===== src/rtl/multicycle_controller.sv =====
// rtl/multicycle_controller.sv - control FSM for a multicycle RV32I-subset datapath
//
// Sequences a shared-memory multicycle datapath through fetch, decode,
// execute, memory and writeback steps, drives every mux select and write
// enable, and counts retired instructions. Unsupported opcodes park the
// controller in TRAP until reset.
//
// Ports:
//   clk         rising-edge clock
//   reset       asynchronous active-low reset
//   op          Instr[6:0] from the instruction register
//   funct3      Instr[14:12]
//   funct7b5    Instr[30]
//   Zero        ALU zero flag, used only while resolving a branch
//   PCWrite     PC register enable
//   AdrSrc      memory address select: 0 PC, 1 result
//   MemWrite    memory write enable
//   IRWrite     instruction register / OldPC enable
//   ResultSrc   00 ALUOut, 01 Data, 10 ALUResult
//   ALUSrcA     00 PC, 01 OldPC, 10 rs1
//   ALUSrcB     00 rs2, 01 ImmExt, 10 constant 4
//   ALUControl  000 add, 001 sub, 010 and, 011 or, 101 slt
//   ImmSrc      00 I, 01 S, 10 B, 11 J
//   RegWrite    register file write enable
//   illegal     high while in TRAP
//   instret     retired-instruction count (wraps at 2^32)
//   state_dbg   current state encoding

module multicycle_controller (
  input  logic        clk,
  input  logic        reset,
  input  logic [6:0]  op,
  input  logic [2:0]  funct3,
  input  logic        funct7b5,
  input  logic        Zero,
  output logic        PCWrite,
  output logic        AdrSrc,
  output logic        MemWrite,
  output logic        IRWrite,
  output logic [1:0]  ResultSrc,
  output logic [1:0]  ALUSrcA,
  output logic [1:0]  ALUSrcB,
  output logic [2:0]  ALUControl,
  output logic [1:0]  ImmSrc,
  output logic        RegWrite,
  output logic        illegal,
  output logic [31:0] instret,
  output logic [3:0]  state_dbg
);

  localparam logic [3:0] S_FETCH    = 4'd0;
  localparam logic [3:0] S_DECODE   = 4'd1;
  localparam logic [3:0] S_MEMADR   = 4'd2;
  localparam logic [3:0] S_MEMREAD  = 4'd3;
  localparam logic [3:0] S_MEMWB    = 4'd4;
  localparam logic [3:0] S_MEMWRITE = 4'd5;
  localparam logic [3:0] S_EXECUTER = 4'd6;
  localparam logic [3:0] S_EXECUTEI = 4'd7;
  localparam logic [3:0] S_ALUWB    = 4'd8;
  localparam logic [3:0] S_BEQ      = 4'd9;
  localparam logic [3:0] S_JAL      = 4'd10;
  localparam logic [3:0] S_TRAP     = 4'd11;

  localparam logic [6:0] OP_LW  = 7'b0000011;
  localparam logic [6:0] OP_SW  = 7'b0100011;
  localparam logic [6:0] OP_R   = 7'b0110011;
  localparam logic [6:0] OP_I   = 7'b0010011;
  localparam logic [6:0] OP_BEQ = 7'b1100011;
  localparam logic [6:0] OP_JAL = 7'b1101111;

  localparam logic [1:0] ALUOP_ADD   = 2'b00;
  localparam logic [1:0] ALUOP_SUB   = 2'b01;
  localparam logic [1:0] ALUOP_FUNCT = 2'b10;

  localparam logic [2:0] ALU_ADD = 3'b000;
  localparam logic [2:0] ALU_SUB = 3'b001;
  localparam logic [2:0] ALU_AND = 3'b010;
  localparam logic [2:0] ALU_OR  = 3'b011;
  localparam logic [2:0] ALU_SLT = 3'b101;

  logic [3:0]  state;
  logic [3:0]  next_state;
  logic [31:0] instret_q;
  logic [1:0]  alu_op;
  logic        pc_write_raw;
  logic        ir_write_raw;
  logic        reg_write_raw;
  logic        mem_write_raw;
  logic        branch;
  logic        retire;

  // State register
  always_ff @(posedge clk or negedge reset) begin
    if (!reset) begin
      state <= S_FETCH;
    end else begin
      state <= next_state;
    end
  end

  // Next-state logic
  always_comb begin
    next_state = state;
    case (state)
      S_FETCH:    next_state = S_DECODE;
      S_DECODE: begin
        case (op)
          OP_LW, OP_SW: next_state = S_MEMADR;
          OP_R:         next_state = S_EXECUTER;
          OP_I:         next_state = S_EXECUTEI;
          OP_BEQ:       next_state = S_BEQ;
          OP_JAL:       next_state = S_JAL;
          default:      next_state = S_TRAP;
        endcase
      end
      // Only lw and sw reach MEMADR, so the store opcode alone separates them.
      S_MEMADR:   next_state = (op == OP_SW) ? S_MEMWRITE : S_MEMREAD;
      S_MEMREAD:  next_state = S_MEMWB;
      S_MEMWB:    next_state = S_FETCH;
      S_MEMWRITE: next_state = S_FETCH;
      S_EXECUTER: next_state = S_ALUWB;
      S_EXECUTEI: next_state = S_ALUWB;
      S_JAL:      next_state = S_ALUWB;
      S_ALUWB:    next_state = S_FETCH;
      S_BEQ:      next_state = S_FETCH;
      S_TRAP:     next_state = S_TRAP;
      // Encodings 12-15 are unreachable; treat them as a fault and halt.
      default:    next_state = S_TRAP;
    endcase
  end

  // Moore outputs per state
  always_comb begin
    pc_write_raw  = 1'b0;
    ir_write_raw  = 1'b0;
    reg_write_raw = 1'b0;
    mem_write_raw = 1'b0;
    branch        = 1'b0;
    AdrSrc        = 1'b0;
    ResultSrc     = 2'b00;
    ALUSrcA       = 2'b00;
    ALUSrcB       = 2'b00;
    alu_op        = ALUOP_ADD;
    illegal       = 1'b0;
    case (state)
      S_FETCH: begin
        ir_write_raw = 1'b1;
        pc_write_raw = 1'b1;
        ALUSrcA      = 2'b00;
        ALUSrcB      = 2'b10;
        ResultSrc    = 2'b10;
      end
      S_DECODE: begin
        // OldPC + imm is precomputed into ALUOut for branches and jumps.
        ALUSrcA = 2'b01;
        ALUSrcB = 2'b01;
      end
      S_MEMADR: begin
        ALUSrcA = 2'b10;
        ALUSrcB = 2'b01;
      end
      S_MEMREAD: begin
        ResultSrc = 2'b00;
        AdrSrc    = 1'b1;
      end
      S_MEMWB: begin
        ResultSrc     = 2'b01;
        reg_write_raw = 1'b1;
      end
      S_MEMWRITE: begin
        ResultSrc     = 2'b00;
        AdrSrc        = 1'b1;
        mem_write_raw = 1'b1;
      end
      S_EXECUTER: begin
        ALUSrcA = 2'b10;
        ALUSrcB = 2'b00;
        alu_op  = ALUOP_FUNCT;
      end
      S_EXECUTEI: begin
        ALUSrcA = 2'b10;
        ALUSrcB = 2'b01;
        alu_op  = ALUOP_FUNCT;
      end
      S_ALUWB: begin
        ResultSrc     = 2'b00;
        reg_write_raw = 1'b1;
      end
      S_BEQ: begin
        ALUSrcA   = 2'b10;
        ALUSrcB   = 2'b00;
        alu_op    = ALUOP_SUB;
        ResultSrc = 2'b00;
        branch    = 1'b1;
      end
      S_JAL: begin
        ALUSrcA      = 2'b01;
        ALUSrcB      = 2'b10;
        ResultSrc    = 2'b00;
        pc_write_raw = 1'b1;
      end
      S_TRAP: begin
        illegal = 1'b1;
      end
      default: begin
      end
    endcase
  end

  // Write enables are gated by reset so an in-flight write dies with it.
  assign PCWrite  = reset & (pc_write_raw | (branch & Zero));
  assign IRWrite  = reset & ir_write_raw;
  assign RegWrite = reset & reg_write_raw;
  assign MemWrite = reset & mem_write_raw;

  // ALU decoder
  always_comb begin
    ALUControl = ALU_ADD;
    case (alu_op)
      ALUOP_ADD: ALUControl = ALU_ADD;
      ALUOP_SUB: ALUControl = ALU_SUB;
      default: begin
        case (funct3)
          // funct7b5 only selects sub for R-type; addi ignores it.
          3'b000:  ALUControl = (op[5] & funct7b5) ? ALU_SUB : ALU_ADD;
          3'b010:  ALUControl = ALU_SLT;
          3'b110:  ALUControl = ALU_OR;
          3'b111:  ALUControl = ALU_AND;
          default: ALUControl = ALU_ADD;
        endcase
      end
    endcase
  end

  // Immediate format select, purely from the opcode
  always_comb begin
    ImmSrc = 2'b00;
    case (op)
      OP_SW:   ImmSrc = 2'b01;
      OP_BEQ:  ImmSrc = 2'b10;
      OP_JAL:  ImmSrc = 2'b11;
      default: ImmSrc = 2'b00;
    endcase
  end

  // An instruction retires on the edge that leaves its last state.
  assign retire = (state == S_MEMWB) || (state == S_MEMWRITE) ||
                  (state == S_ALUWB) || (state == S_BEQ);

  always_ff @(posedge clk or negedge reset) begin
    if (!reset) begin
      instret_q <= 32'd0;
    end else if (retire) begin
      instret_q <= instret_q + 32'd1;
    end
  end

  assign instret   = instret_q;
  assign state_dbg = state;

endmodule


===== config.mk =====
export PLATFORM = sky130hd
export DESIGN_NAME = multicycle_controller
export DESIGN_NICKNAME = d
export VERILOG_FILES = /design/src/rtl/multicycle_controller.sv
export SDC_FILE = /design/constraint.sdc
export NUM_CORES = 1
export LEC_CHECK = 0
export ABC_AREA = 1
export CAP_MARGIN = 10
export CORE_UTILIZATION = 45
export CTS_CLUSTER_DIAMETER = 80
export CTS_CLUSTER_SIZE = 28
export DETAILED_ROUTE_END_ITERATION = 8
export HOLD_SLACK_MARGIN = 0.15
export PLACE_DENSITY_LB_ADDON = 0.2
export SYNTH_ARGS = -nofsm -noshare
export SYNTH_HDL_FRONTEND = slang
export SYNTH_SLANG_ARGS = --single-unit

===== constraint.sdc =====
create_clock -name clk -period 2.1 [get_ports clk]
set_input_delay 0.42 -clock clk [delete_from_list [all_inputs] [get_ports clk]]
set_output_delay 0.42 -clock clk [all_outputs]
set_load 0.005 [all_outputs]

==> impl_metrics.env <==
export IMPL_nNetsFinal=436
export IMPL_p_int_mw=0.947
export IMPL_power_total_mw=1.22
export IMPL_period_needed_ps=2050
export IMPL_synth_seq_cells=36
export IMPL_netlist_top_cell_by_area="dfrtp_1"
export IMPL_drive_gt1_share_pct=15.9
export IMPL_place_hpwl_um=4490
export IMPL_dpl_cell_area_mm2=0.00312
export IMPL_port_buffers=66
export IMPL_dp_cells=469
export IMPL_diodes=0
export IMPL_pin_count=67
export IMPL_path_clk_slew_ps=70
export IMPL_worst_path_max_fanout=7
export IMPL_design_area_mm2=0.00334
export IMPL_grt_pass1_wl_um=9630
export IMPL_drc=0
export IMPL_die_y_um=73.7
export IMPL_antenna_found_initial=0
export IMPL_start_util_pct=47.7
export IMPL_cp_num_buf_inv=2
export IMPL_dr_max_layer_used="met4"
export IMPL_vias_per_cell=4.85
export IMPL_p_clk_share_pct=38.5
export IMPL_slew_violations=0
export IMPL_synth_cell_types=27
export IMPL_hold_violations=0
export IMPL_cp_common_cell="nand2_1"
export IMPL_startpoint_type="flop"
export IMPL_yosys_area_top_type_share_pct=38.9
export IMPL_leakage_nw=1.83
export IMPL_drt_met1_wl_um=2750
export IMPL_rows=25
export IMPL_routed_wirelength_um=5970
export IMPL_grt_max_degree=31
export IMPL_clk_latency_ps=290
export IMPL_dieArea_mm2=0.00543
export IMPL_switching_share_pct=22.6
export IMPL_worst_pin_slew_ps=386
export IMPL_detail_route_antenna_nets=0
export IMPL_worstRegToRegCells=11
export IMPL_h_tree_depth=2
export IMPL_fmax_mhz=489
export IMPL_yosys_warnings=0
export IMPL_worstSetupPathType="reg2out"
export IMPL_r2r_end="instret[18]"
export IMPL_clk_path_buf_depth=2
export IMPL_tns_ps=0
export IMPL_p_comb_share_pct=4.9
export IMPL_cts_sinks=36
export IMPL_root_buffer="clkbuf_8"
export IMPL_power_density_mw_per_mm2=366
export IMPL_drtIter0Drc=140
export IMPL_seq_power_share_pct=56.6
export IMPL_wl_per_cell_um=12.2
export IMPL_cp_required_ps=1680
export IMPL_synth_seq_area_share_pct=38.9
export IMPL_syn_inst=327
export IMPL_status="finished, final reports clean"
export IMPL_synth_avg_cell_area_um2=7.08
export IMPL_grt_use_total_pct=22.9
export IMPL_crit_slowest_cell="clkdlybuf4s50_1"
export IMPL_setup_viol=0
export IMPL_p_switching_mw=0.276
export IMPL_dr_pass1_iters=4
export IMPL_cts_tree="done"
export IMPL_cp_end_kind="output pin"
export IMPL_r2r_start="state_dbg[3]"
export IMPL_syn_cell_area_mm2=0.00231
export IMPL_cp_arrival_ps=1630
export IMPL_crit_chain="nand2_1, nor2_2, inv_1, nand2_1, clkdlybuf4s50_1"
export IMPL_reg2reg_slack_ps=390
export IMPL_die_w_um=73.7
export IMPL_rsz0062_at_grt="true"
export IMPL_grt_pass1_vias=2180
export IMPL_synth_area_top_cells="dfrtp_1, nand2_1, inv_1, nand3_1, nor2_1"
export IMPL_finalClockSkew_ps=10.8
export IMPL_route_vias_total=2367
export IMPL_dr_wl_met3_um=391
export IMPL_grt_overflow=0
export IMPL_max_slew_margin_pct=74.3
export IMPL_instances_no_fill=488
export IMPL_ir_drop_mv=0.380
export IMPL_core_mm2=0.00485
export IMPL_n_fill_cell=401
export IMPL_cap_violations=0
export IMPL_gp_congestion=0.858
export IMPL_post_route_period_util_pct=97.4
export IMPL_syn_to_final_growth_pct=44.5
export IMPL_wl_met2_um=2770
export IMPL_cp_slowest_stage_delay_ps=500
export IMPL_syn_nets=342
export IMPL_min_path_type="in2async"
export IMPL_crit_family="buffers and inverters"
export IMPL_cts_buffers=5
placed cells by master (no fill, tap or decap), types with 3 or more instances in the layout:
cell	netlist	layout
buf_4	0	20
nor3_1	4	4
nand3b_1	3	3
a21oi_1	3	3
xnor2_1	7	7
inv_1	60	55
nor2_1	34	30
o21ai_0	5	4
clkbuf_8	0	5
o211ai_1	3	3
nand2_2	4	8
nand3_1	29	29
nand2_1	89	85
xor2_1	9	9
clkdlybuf4s50_1	0	47
inv_2	2	7
nor2_4	4	6
nand4_1	15	15
dfrtp_1	36	35
dlymetal6s2s_1	0	9
nor2_2	8	10
dlygate4sd2_1	0	9
registers in the layout (all words and copies together), names as in the netlist:
register   flops
state_dbg      4
instret       32
power by group through the flow:
stage / clock network [mW] / logic (mW) / registers, mW
2_1_floorplan: 0 / 0.00848 / 0.707
3_3_place_gp: 0 / 0.0596 / 0.706
3_5_place_dp: 0 / 0.0603 / 0.706
4_1_cts: 0.480 / 0.0608 / 0.693
5_1_grt: 0.510 / 0.0673 / 0.692
6_report: 0.471 / 0.0596 / 0.693
metal layers:
metal	GRT usage, %	vias up
met5	0	-
li1	-	1207
met2	38.0	77
met3	5.08	8
met4	5.56	0
met1	30.3	1075
cell families after synthesis:
logic type / Yosys count / share of synthesized area (%)
AO/OA/AOI/OAI: 13 / 3.24
XOR/XNOR: 16 / 6.05
adder cells (fa/ha/maj): 1 / 0.540
buffers and inverters: 63 / 10.5
flip-flops: 36 / 38.9
multiplexers: 1 / 0.486
AND/OR/NAND/NOR: 197 / 40.2
cell usage after synthesis:
library cell  number
nor4_1             1
nand2_2            4
o21bai_1           1
nor3_1             4
nand3b_1           3
nor2_1            34
nor2_4             4
ha_1               1
inv_1             60
nor3_4             1
a21oi_1            3
o21ai_0            5
nand4_1           15
mux2_2             1
o21ai_1            1
xnor2_1            7
nand2_4            2
buf_6              1
dfrtp_1           36
nand2_1           89
and3_1             2
xor2_1             9
o211ai_1           3
nor2_2             8
nand3_2            1
inv_2              2
nand3_1           29
through the flow:
stage	hold slack (ps)	setup WS [ps]	util, %
final	224	53.9	69.0
after global routing	260	-27.1	69.0
after CTS	235	-52.5	67.3
after detailed placement	294	-177	64.3
after global placement	292	-107	64.3
after floorplan	124	662	-
worst register-to-register path, delay by kind of cell (launching register included):
family	cells	cell delay [ps]
and+or+nand+nor	8	920
DFF	1	410
buffers and inverters	3	300
how the worst max path moves through the flow:
stage,from,to,cells past startpoint
6_report,state_dbg[0],ALUSrcA[0],5
3_5_place_dp,op[1],ImmSrc[0],8
3_3_place_gp,op[5],ImmSrc[1],6
5_1_grt,state_dbg[2],ALUSrcA[0],6
4_1_cts,state_dbg[3],ALUControl[0],8
2_1_floorplan,instret[1],instret[18],10
what timing repair did:
action,4_1_cts,5_1_grt
hold buffers,1,0
gates resized for setup,19,18
endpoints found under the hold margin,6,0
pin swaps,2,1
setup buffers,6,5
setup endpoints to repair,14,12
cell type report:
cell class	instances	area [µm²]	share of cell area, %
inverter	62	233	6.96
tap	67	83.8	2.51
timing repair buffer	88	838	25.1
clock inverter	2	12.5	0.374
clock buffer	5	68.8	2.06
multi-input combinational	228	1210	36.1
sequential	36	902	27.0
Note: power is estimated with default switching activity, not from simulation.
